**config.mk**
```make
export PLATFORM = sky130hd
export DESIGN_NAME = pc_fetch_unit
export DESIGN_NICKNAME = d
export VERILOG_FILES = /design/src/rtl/pc_fetch_unit.sv
export SDC_FILE = /design/constraint.sdc
export NUM_CORES = 1
export LEC_CHECK = 0
export CELL_PAD_IN_SITES_DETAIL_PLACEMENT = 1
export CELL_PAD_IN_SITES_GLOBAL_PLACEMENT = 1
export CORE_MARGIN = 2
export CORE_UTILIZATION = 41
export CTS_BUF_LIST = sky130_fd_sc_hd__clkbuf_8
export DETAILED_ROUTE_END_ITERATION = 7
export PLACE_DENSITY_LB_ADDON = 0.25
export SKIP_CTS_REPAIR_TIMING = 1
export SYNTH_ARGS = -nofsm -noshare
export SYNTH_HDL_FRONTEND = slang
export SYNTH_SLANG_ARGS = --single-unit
```
**constraint.sdc**
```tcl
create_clock -name clk -period 5.6 [get_ports clk]
set_clock_uncertainty 0.05 [all_clocks]
set_input_delay 0.84 -clock clk [delete_from_list [all_inputs] [get_ports clk]]
set_output_delay 0.84 -clock clk [all_outputs]
set_load 0.005 [all_outputs]
```
**src/rtl/pc_fetch_unit.sv**
```systemverilog
// PC register and instruction-fetch sequencer for the sCPU.
// Fetches the instruction at pc over a req/ack handshake, then waits in EXEC for the next PC.
module pc_fetch_unit #(
  parameter int unsigned INST_W      = 8,
  parameter logic [3:0]  RESET_PC    = 4'h0,
  parameter int unsigned ACK_TIMEOUT = 8
) (
  input  logic              clk,
  input  logic              rst_n,
  input  logic              start,
  input  logic              halt_req,
  input  logic [3:0]        next_pc,
  input  logic              exec_done,
  output logic              imem_req,
  output logic [3:0]        imem_addr,
  input  logic              imem_ack,
  input  logic [INST_W-1:0] imem_data,
  output logic [3:0]        pc,
  output logic [INST_W-1:0] inst,
  output logic              inst_valid,
  output logic              empty_inst,
  output logic              running,
  output logic              fault,
  output logic [7:0]        retired
);

  localparam int unsigned PC_W  = 4;
  localparam int unsigned CNT_W = 8;
  localparam int unsigned RET_W = 8;
  localparam logic [CNT_W-1:0] CNT_LAST = CNT_W'(ACK_TIMEOUT - 1);
  localparam logic [RET_W-1:0] RET_MAX  = '1;

  typedef enum logic [1:0] {
    S_IDLE = 2'd0,
    S_REQ  = 2'd1,
    S_EXEC = 2'd2,
    S_HALT = 2'd3
  } state_t;

  state_t              r_state;
  logic [PC_W-1:0]     r_pc;
  logic [INST_W-1:0]   r_inst;
  logic [RET_W-1:0]    r_retired;
  logic [CNT_W-1:0]    r_cnt;
  logic                r_fault;
  logic                r_halt_pending;

  state_t              w_state;
  logic [PC_W-1:0]     w_pc;
  logic [INST_W-1:0]   w_inst;
  logic [RET_W-1:0]    w_retired;
  logic [CNT_W-1:0]    w_cnt;
  logic                w_fault;
  logic                w_halt_pending;

  // State and datapath registers
  always_ff @(posedge clk or negedge rst_n) begin
    if (!rst_n) begin
      r_state        <= S_IDLE;
      r_pc           <= RESET_PC;
      r_inst         <= '0;
      r_retired      <= '0;
      r_cnt          <= '0;
      r_fault        <= 1'b0;
      r_halt_pending <= 1'b0;
    end else begin
      r_state        <= w_state;
      r_pc           <= w_pc;
      r_inst         <= w_inst;
      r_retired      <= w_retired;
      r_cnt          <= w_cnt;
      r_fault        <= w_fault;
      r_halt_pending <= w_halt_pending;
    end
  end

  // Next-state and next-datapath logic
  always_comb begin
    w_state        = r_state;
    w_pc           = r_pc;
    w_inst         = r_inst;
    w_retired      = r_retired;
    w_cnt          = r_cnt;
    w_fault        = r_fault;
    w_halt_pending = r_halt_pending;

    case (r_state)
      S_IDLE: begin
        if (start) begin
          w_cnt   = '0;
          w_state = S_REQ;
        end
      end

      S_REQ: begin
        if (halt_req) begin
          w_halt_pending = 1'b1;
        end
        // An ack on the last allowed cycle wins over the timeout
        if (imem_ack) begin
          w_inst  = imem_data;
          w_cnt   = '0;
          w_state = S_EXEC;
        end else if (r_cnt == CNT_LAST) begin
          w_fault = 1'b1;
          w_cnt   = '0;
          w_state = S_HALT;
        end else begin
          w_cnt = r_cnt + CNT_W'(1);
        end
      end

      S_EXEC: begin
        if (exec_done) begin
          w_pc = next_pc;
          if (r_retired != RET_MAX) begin
            w_retired = r_retired + RET_W'(1);
          end
          w_state = (halt_req || r_halt_pending) ? S_HALT : S_REQ;
        end
      end

      S_HALT: begin
        if (start) begin
          w_pc           = RESET_PC;
          w_fault        = 1'b0;
          w_retired      = '0;
          w_halt_pending = 1'b0;
          w_cnt          = '0;
          w_state        = S_REQ;
        end
      end

      default: begin
        w_state = S_IDLE;
      end
    endcase
  end

  // Output decodes of registered state only; no path from imem_ack
  assign imem_req   = (r_state == S_REQ);
  assign imem_addr  = r_pc;
  assign pc         = r_pc;
  assign inst       = r_inst;
  assign inst_valid = (r_state == S_EXEC);
  assign empty_inst = (r_state == S_EXEC) && (r_inst == '0);
  assign running    = (r_state == S_REQ) || (r_state == S_EXEC);
  assign fault      = r_fault;
  assign retired    = r_retired;

endmodule

```
==> results.json, run 1 <==
{
  "fin_area_um2": 2360,
  "worstPathArrival_ns": 2.18,
  "ant_nets": 0,
  "grt_remaining_overflow": 0,
  "numCtsBuffers": 5,
  "vias_per_cell": 5.58,
  "wire_per_inst_um": 16.5,
  "async_reset_ff_share_pct": 100,
  "peakVddDrop_v": 0.000228,
  "worstSetupStartpointType": "flop",
  "firstDrtPassIters": 4,
  "gp_congestion": 0.774,
  "synthFlopType": "dfrtp_1",
  "cts.clk_slew.worst_paths_ns": 0.07,
  "pwr-share-seq_pct": 35.1,
  "core_region_area_um2": 4290,
  "status": "finished, final reports clean",
  "insertion_delay_ns": 0.28,
  "floorplan.die_area_um2": 4920,
  "cp-end-kind": "output port",
  "combinationalPowerShare_pct": 48.7,
  "syn_area_per_cell_um2": 9.97,
  "syn-num-nets": 205,
  "drv_slew": 0,
  "cell_internal_pwr_uw": 715,
  "synthMuxAreaShare_pct": 7.04,
  "cts.path.max_buffers": 2,
  "yosys.cell_types.count": 47,
  "crit_fanout": 16,
  "worstSetupPathType": "reg -> out",
  "cts_max_level": 2,
  "hpwlAfterDp_um": 3440,
  "io_buffers": 46,
  "synth_compound_area_share_pct": 17.7,
  "row_count": 24,
  "period_needed_ns": 3.07,
  "relSlewSlack_pct": 53.4,
  "required_ns": 4.71,
  "tritoncts": "yes",
  "synth-seq-cells": 32,
  "clockRootBuffer": "clkbuf_8",
  "dpl_cell_area_um2": 2260,
  "maxCapViolCount": 0,
  "drive_above_1_share_pct": 13.3,
  "drt_wl_total_um": 4590,
  "pwr_density_cell_nw_per_um2": 477,
  "track_usage_pct": 19.9,
  "synth_seq_area_share_pct": 44.6,
  "synthXorXnorAreaFrac_pct": 0,
  "drc": 0,
  "io_pins": 47,
  "synth_adder_area_share_pct": 4.88,
  "tns_ns": 0,
  "start_util_pct": 41.8,
  "dr.first_iter.drc_count": 66,
  "fin_crit_sh_pct": 54.8,
  "synth_enable_flop_cells": 0,
  "grt_antenna_before_repair": 0,
  "tightest_slew_ns": 0.679,
  "max_freq_mhz": 326,
  "diodes": 0,
  "finalHoldViolations": 0,
  "grt_pass1_vias": 1549,
  "synthCells": 180,
  "power.switching_uw": 409,
  "dp.cells": 270,
  "die_w_um": 70.2,
  "holdCritPathClass": "reg -> reg",
  "grt_start_max_net_pins": 33,
  "whs_ns": 0.473,
  "setup_ws_ns": 2.53,
  "cts_sinks": 32,
  "ys_warn_count": 0,
  "p_leak_nw": 0.993,
  "setup_violations": 0,
  "grt_setup_unrepaired": "false",
  "vias": 1550,
  "synth_top_family_by_area": "simple AND/OR/NAND/NOR gates",
  "grt_pass1_wl_um": 7700,
  "synthSimpleGateAreaFrac_pct": 20.3,
  "fin_nets": 250,
  "p_sw_share_pct": 36.4,
  "pwr-share-clk_pct": 16.2,
  "area_growth_pct": 31.3,
  "stdcell_count": 278,
  "syn_area_um2": 1800,
  "dp_slack_ns": 2.85,
  "dieHeight_um": 70.2
}
kinds of logic after synthesis:
family / Yosys count
buf+inv: 18
fa+ha+maj: 7
mux: 11
compound gates: 47
flops: 32
simple gates: 65
path summary, 6_finish.rpt:
path / from / endpoint / slack [ns] / depth (start not counted)
setup reg to reg: r_state[0]$_DFFE_PN0P_ / retired[5]$_DFFE_PN0P_ / 3.39 / 6
hold reg to reg: r_cnt[7]$_DFFE_PN0P_ / r_cnt[7]$_DFFE_PN0P_ / 0.47 / 1
min in group asynchronous: rst_n / retired[5]$_DFFE_PN0P_ / 0.93 / 2
hold / removal: r_cnt[7]$_DFFE_PN0P_ / r_cnt[7]$_DFFE_PN0P_ / 0.47 / 1
setup / recovery: r_state[0]$_DFFE_PN0P_ / empty_inst / 2.53 / 5
max in group asynchronous: rst_n / r_cnt[2]$_DFFE_PN0P_ / 4.26 / 2
worst max-delay path, stage by stage, from the launching register on:
cell	delay, ns
dfrtp_1	0.43
inv_1	0.08
ha_1	0.46
nand2_1	0.11
nor4_1	0.24
clkdlybuf4s50_1	0.57
area by class of cell:
type	instances	area (µm²)
Fill cell	487	1940
Multi-Input combinational cell	130	897
Sequential cell	32	801
Timing Repair Buffer	47	468
Clock buffer	6	82.6
Tap cell	52	65.1
Inverter	9	33.8
Clock inverter	2	10.0
cells in the mapped netlist, types with 2 or more instances:
library cell	n	share of area (%)
nand2b_1	4	1.4
o211ai_1	2	0.84
nand2_1	16	3.3
or3_1	6	2.1
o21ai_0	21	5.9
ha_1	7	4.9
a22o_1	3	1.5
nand3_1	11	3.1
inv_1	9	1.9
and3_1	4	1.4
mux2_2	9	5.6
a31oi_1	5	1.7
or2_2	2	0.70
dfrtp_1	32	45
nor4_1	2	0.70
nor2b_1	4	1.4
buf_4	6	2.5
a21o_1	2	0.84
a21oi_1	4	1.1
nor2_1	4	0.84
layout by cell type (no fill, tap or decap), types with 4 or more instances in the layout:
master / Yosys / layout
inv_1: 9 / 9
and3_1: 4 / 4
nand2b_1: 4 / 4
or3_1: 6 / 6
nor2b_1: 4 / 4
clkdlybuf4s50_1: 0 / 46
nand2_1: 16 / 16
mux2_2: 9 / 9
nand3_1: 11 / 11
ha_1: 7 / 7
clkbuf_8: 0 / 6
nor2_1: 4 / 4
a21oi_1: 4 / 4
a31oi_1: 5 / 5
dfrtp_1: 32 / 32
o21ai_0: 21 / 21
per-stage QoR:
stage | util [%] | power, mW
final | 54.9 | 1.12
after global routing | 54.9 | 1.21
after CTS | 54.9 | 1.14
after detailed placement | 52.7 | 0.954
after global placement | 52.7 | 0.920
after floorplan | - | 0.694
metal layers:
| metal | vias up | part of all wire [%] | GRT usage [%] |
|---|---|---|---|
| met5 | - | 0 | 0 |
| met4 | 0 | 0.94 | 4.91 |
| met3 | 5 | 3.2 | 5.34 |
| met2 | 28 | 53 | 33.8 |
| met1 | 779 | 43 | 25.1 |
| li1 | 738 | - | - |
state kept, by name, indices dropped and copies added (netlist names):
name            flops
r_cnt               8
r_halt_pending      1
r_state             2
fault               1
retired             8
inst                8
imem_addr           4
power groups by stage:
stage / registers, mW / logic, mW / clock network (mW)
floorplan: 0.386 / 0.308 / 0
global placement: 0.388 / 0.531 / 0
detailed placement: 0.398 / 0.556 / 0
CTS: 0.395 / 0.559 / 0.188
global route: 0.408 / 0.602 / 0.201
finish: 0.395 / 0.548 / 0.182
Note: power is estimated with default switching activity, not from simulation.
==> run 2, diff against run 1 <==
Settings changed: CORE_UTILIZATION 41 to 34.
Clock period 5.6 ns to 2.7 ns, I/O delays scaled along.
==> run 2 against run 1 <==
Effect of this change: total power increased by 110%; cell area is 1.1% higher; sequential power grew 110%; clock power is 89% higher; via count down 1.6%; cell count increased by 6.8%; largest power group unchanged; highest routed layer unchanged.
==> results.json, run 2 (synthesis results as in run 1) <==
{
  "status": "finished, final reports clean",
  "final_core_util_pct": 46.6,
  "worstSetupStartpointType": "flop",
  "area_growth_pct": 32.7,
  "cts.path.max_buffers": 2,
  "crit_path_cell_trace": "or4_1 > nor4_1 > clkdlybuf4s50_1",
  "cp_top_family": "simple AND/OR/NAND/NOR gates",
  "pwr-share-seq_pct": 35.2,
  "cp-end-kind": "output port",
  "peakVddDrop_v": 0.000341,
  "io_buffers": 46,
  "die_w_um": 76.7,
  "start_util_pct": 35.2,
  "cts_max_level": 2,
  "path_depth": 3,
  "dr.first_iter.drc_count": 64,
  "cts_sinks": 32,
  "final_common_cell": "clkdlybuf4s50_1",
  "diodes": 0,
  "whs_ns": 0.460,
  "p_leak_nw": 0.995,
  "ant_nets": 0,
  "maxCapViolCount": 0,
  "drv_slew": 0,
  "grt_antenna_before_repair": 0,
  "layout_common_cells": "clkdlybuf4s50_1 (46), dfrtp_1 (32), o21ai_0 (21)",
  "max_stage_delay_ns": 0.54,
  "vias": 1525,
  "path_buf_inv": 1,
  "grt_start_max_net_pins": 33,
  "row_count": 26,
  "floorplan.die_area_um2": 5880,
  "hpwlAfterDp_um": 3350,
  "pwr-share-clk_pct": 14.8,
  "track_usage_pct": 17.1,
  "finalHoldViolations": 0,
  "core_region_area_um2": 5110,
  "p_sw_share_pct": 36.6,
  "wire_per_inst_um": 15.4,
  "dieHeight_um": 76.7,
  "io_pins": 47,
  "gp_congestion": 0.723,
  "numCtsBuffers": 5,
  "worstPathArrival_ns": 1.96,
  "fin_nets": 252,
  "drive_above_1_share_pct": 13.7,
  "tightest_slew_ns": 0.614,
  "clockRootBuffer": "clkbuf_8",
  "fin_crit_sh_pct": 89.5,
  "period_needed_ns": 2.42,
  "cts.clk_slew.worst_paths_ns": 0.06,
  "tns_ns": 0,
  "crit_fanout": 3,
  "grt_pass1_wl_um": 8130,
  "max_freq_mhz": 414,
  "relSlewSlack_pct": 58.8,
  "combinationalPowerShare_pct": 50.0,
  "drt_wl_total_um": 4570,
  "drc": 0,
  "required_ns": 2.25,
  "insertion_delay_ns": 0.28,
  "grt_setup_unrepaired": "false",
  "grt_pass1_vias": 1599,
  "vias_per_cell": 5.13,
  "grt_remaining_overflow": 0,
  "rr_worst_depth": 5,
  "setup_violations": 0,
  "slowest_stage": "clkdlybuf4s50_1",
  "pwr_density_cell_nw_per_um2": 974,
  "worstSetupPathType": "reg -> out",
  "nFillCells": 593,
  "power.switching_uw": 849,
  "worstHoldPathCells": 1,
  "holdCritPathClass": "reg -> reg",
  "cell_internal_pwr_mw": 1.47,
  "firstDrtPassIters": 4,
  "tritoncts": "yes"
}
## run 2: cell count changes in the layout (fill, tap and decap cells not counted), sizes merged
cell	delta
buf	+2
clkinv	-1
inv	+1
clkbuf	-1
## run 2: cell type report
cell class	count	area [µm²]	area share, %
multi-input combinational	130	900	37.8
clock inverter	2	8.76	0.368
timing repair buffer	49	483	20.3
inverter	9	33.8	1.42
tap	70	87.6	3.68
clock buffer	5	68.8	2.89
sequential	32	801	33.6
## run 2: final timing paths
check | startpoint | to | slack, ns
max in group asynchronous | rst_n | r_cnt[2]$_DFFE_PN0P_ | 1.80
max | inst[3]$_DFFE_PN0N_ | empty_inst | 0.28
min reg2reg | r_cnt[7]$_DFFE_PN0P_ | r_cnt[7]$_DFFE_PN0P_ | 0.46
min | r_cnt[7]$_DFFE_PN0P_ | r_cnt[7]$_DFFE_PN0P_ | 0.46
min in group asynchronous | rst_n | retired[6]$_DFFE_PN0P_ | 0.48
max reg2reg | r_state[0]$_DFFE_PN0P_ | retired[0]$_DFFE_PN0P_ | 0.52
## run 2: metal layers
layer / up-vias / part of all wire [%] / routed length [µm] / track usage (%)
li1: 742 / - / - / -
met4: 0 / 0.81 / 37 / 4.91
met1: 751 / 49 / 2220 / 23.3
met3: 4 / 3.1 / 142 / 3.76
met5: - / 0 / 0 / 0
met2: 28 / 47 / 2160 / 27.2
## run 2: stage by stage
stage                     setup WS [ns]  power (mW)  cells  area (µm²)
final                             0.285        2.32    297        2380
after global routing              0.123        2.52    297        2380
after CTS                         0.127        2.35    297        2380
after detailed placement          0.449        1.99    290        2300
after global placement            0.464        1.97    290        2300
after floorplan                   0.860        1.44    180        1800
## run 2: power groups by stage
| stage | combinational [mW] | sequential, mW | clock, mW |
|---|---|---|---|
| after floorplan | 0.639 | 0.801 | 0 |
| after global placement | 1.15 | 0.822 | 0 |
| after detailed placement | 1.17 | 0.826 | 0 |
| after CTS | 1.17 | 0.819 | 0.353 |
| after global routing | 1.29 | 0.854 | 0.380 |
| final | 1.16 | 0.816 | 0.344 |
==> run 3, diff against run 2 <==
Settings changed: CORE_UTILIZATION 34 to 33, CTS_BUF_LIST sky130_fd_sc_hd__clkbuf_8 to default.
==> run 3 against run 2 <==
Effect of this change: worst hold slack gained 0.0055 ns; cell count grew 0.34%; clock power grew 30%; clock-buffer cell count grew 1; sequential share of layout area shrank 0.42 points; register-to-register slack gained 0.11 ns; critical path depth is the same; combinational power is essentially flat; sequential power shrank 0.6%; critical endpoint unchanged; highest routed layer unchanged.
==> results.json, run 3 (synthesis results as in run 1) <==
{
  "core_region_area_um2": 5170,
  "diodes": 0,
  "setup_violations": 0,
  "p_leak_nw": 1.01,
  "tightest_slew_ns": 0.534,
  "worstSetupStartpointType": "flop",
  "grt_remaining_overflow": 0,
  "crit_path_cell_trace": "or4_1 > nor4_1 > clkdlybuf4s50_1",
  "row_count": 26,
  "cts.path.max_buffers": 2,
  "grt_pass1_vias": 1556,
  "insertion_delay_ns": 0.28,
  "gp_congestion": 0.792,
  "period_needed_ns": 2.47,
  "firstDrtPassIters": 5,
  "tns_ns": 0,
  "dieHeight_um": 77.8,
  "dp_slack_ns": 0.441,
  "hpwlAfterDp_um": 3220,
  "dp.cells": 290,
  "dr.first_iter.drc_count": 84,
  "drt_wl_total_um": 4370,
  "reg2reg_slack_ns": 0.63,
  "wire_per_inst_um": 14.7,
  "maxCapViolCount": 0,
  "cts_sinks": 32,
  "stdcell_count": 298,
  "power_mw": 2.42,
  "setup_ws_ns": 0.228,
  "grt_start_max_net_pins": 33,
  "grt_setup_unrepaired": "false",
  "regToRegEndpoint": "retired[5]$_DFFE_PN0P_",
  "fin_nets": 252,
  "clockRootBuffer": "clkbuf_8",
  "status": "finished, final reports clean",
  "crit_fanout": 3,
  "peakVddDrop_v": 0.000379,
  "worstPathArrival_ns": 2.02,
  "drc": 0,
  "cts_max_level": 2,
  "dpl_cell_area_um2": 2300,
  "whs_ns": 0.465,
  "slowest_stage": "or4_1",
  "required_ns": 2.25,
  "cts.clk_slew.worst_paths_ns": 0.07,
  "nFillCells": 598,
  "rr_worst_depth": 6,
  "max_stage_delay_ns": 0.55,
  "relSlewSlack_pct": 64.2,
  "drv_slew": 0,
  "io_pins": 47,
  "numCtsBuffers": 5,
  "area_growth_pct": 34.4,
  "finalHoldViolations": 0,
  "die_w_um": 77.8,
  "floorplan.die_area_um2": 6050,
  "tritoncts": "yes",
  "track_usage_pct": 15.8,
  "holdCritPathClass": "reg -> reg",
  "cp-endpoint": "empty_inst",
  "ant_nets": 0,
  "drive_above_1_share_pct": 14.0,
  "crit_path_start": "inst[3]$_DFFE_PN0N_",
  "worstSetupPathType": "reg -> out",
  "io_buffers": 46,
  "layout_common_cells": "clkdlybuf4s50_1 (46), dfrtp_1 (32), o21ai_0 (21)",
  "vias_per_cell": 5.11,
  "fin_area_um2": 2410,
  "grt_pass1_wl_um": 7710,
  "cp-end-kind": "output port",
  "max_freq_mhz": 405,
  "start_util_pct": 34.7,
  "final_common_cell": "clkdlybuf4s50_1",
  "vias": 1523,
  "pwr_density_cell_nw_per_um2": 1000,
  "worstHoldPathCells": 2,
  "grt_antenna_before_repair": 0,
  "fin_crit_sh_pct": 91.6,
  "rr_startpoint": "r_state[0]$_DFFE_PN0P_",
  "final_core_util_pct": 46.6
}
[run 3: changes by cell type in the layout (fill, tap and decap cells not counted)]
cell       previous run  this run
inv_1                10         9
clkbuf_1              0         1
bufinv_16             0         1
[run 3: how the worst min path moves through the flow]
stage	start	end	slack (ns)
floorplan	rst_n	fault$_DFFE_PN0P_	0.06
CTS	r_halt_pending$_DFFE_PN0P_	r_halt_pending$_DFFE_PN0P_	0.47
global placement	r_halt_pending$_DFFE_PN0P_	r_halt_pending$_DFFE_PN0P_	0.44
global route	inst[6]$_DFFE_PN0N_	inst[6]$_DFFE_PN0N_	0.50
finish	r_halt_pending$_DFFE_PN0P_	r_halt_pending$_DFFE_PN0P_	0.47
detailed placement	r_halt_pending$_DFFE_PN0P_	r_halt_pending$_DFFE_PN0P_	0.45
[run 3: routing by layer]
| layer | up-vias | wire length [µm] | track usage [%] |
|---|---|---|---|
| met5 | - | 0 | 0 |
| met4 | 0 | 28 | 4.64 |
| met3 | 4 | 148 | 3.60 |
| met2 | 25 | 2150 | 25.5 |
| met1 | 745 | 2040 | 21.1 |
| li1 | 749 | - | - |
[run 3: critical path: cells and delay by family, from the launching register on]
family / cells / cell delay, ns
and+or+nand+nor: 2 / 0.81
buffers and inverters: 1 / 0.55
DFF: 1 / 0.39
[run 3: final cells by class]
class                           count  area (µm²)  share of cell area [%]
Sequential cell                    32         801                    33.2
Inverter                            9        33.8                    1.40
Multi-Input combinational cell    130         900                    37.3
Timing Repair Buffer               49         483                    20.0
Tap cell                           70        87.6                    3.63
Clock buffer                        6        72.6                    3.01
Clock inverter                      2        35.0                    1.45
[run 3: where the power goes]
group	leakage, nW	switching (mW)	internal (mW)
Combinational	0.547	0.494	0.661
Sequential	0.404	0.165	0.647
Clock	0.0552	0.175	0.274
Total	1.01	0.834	1.58
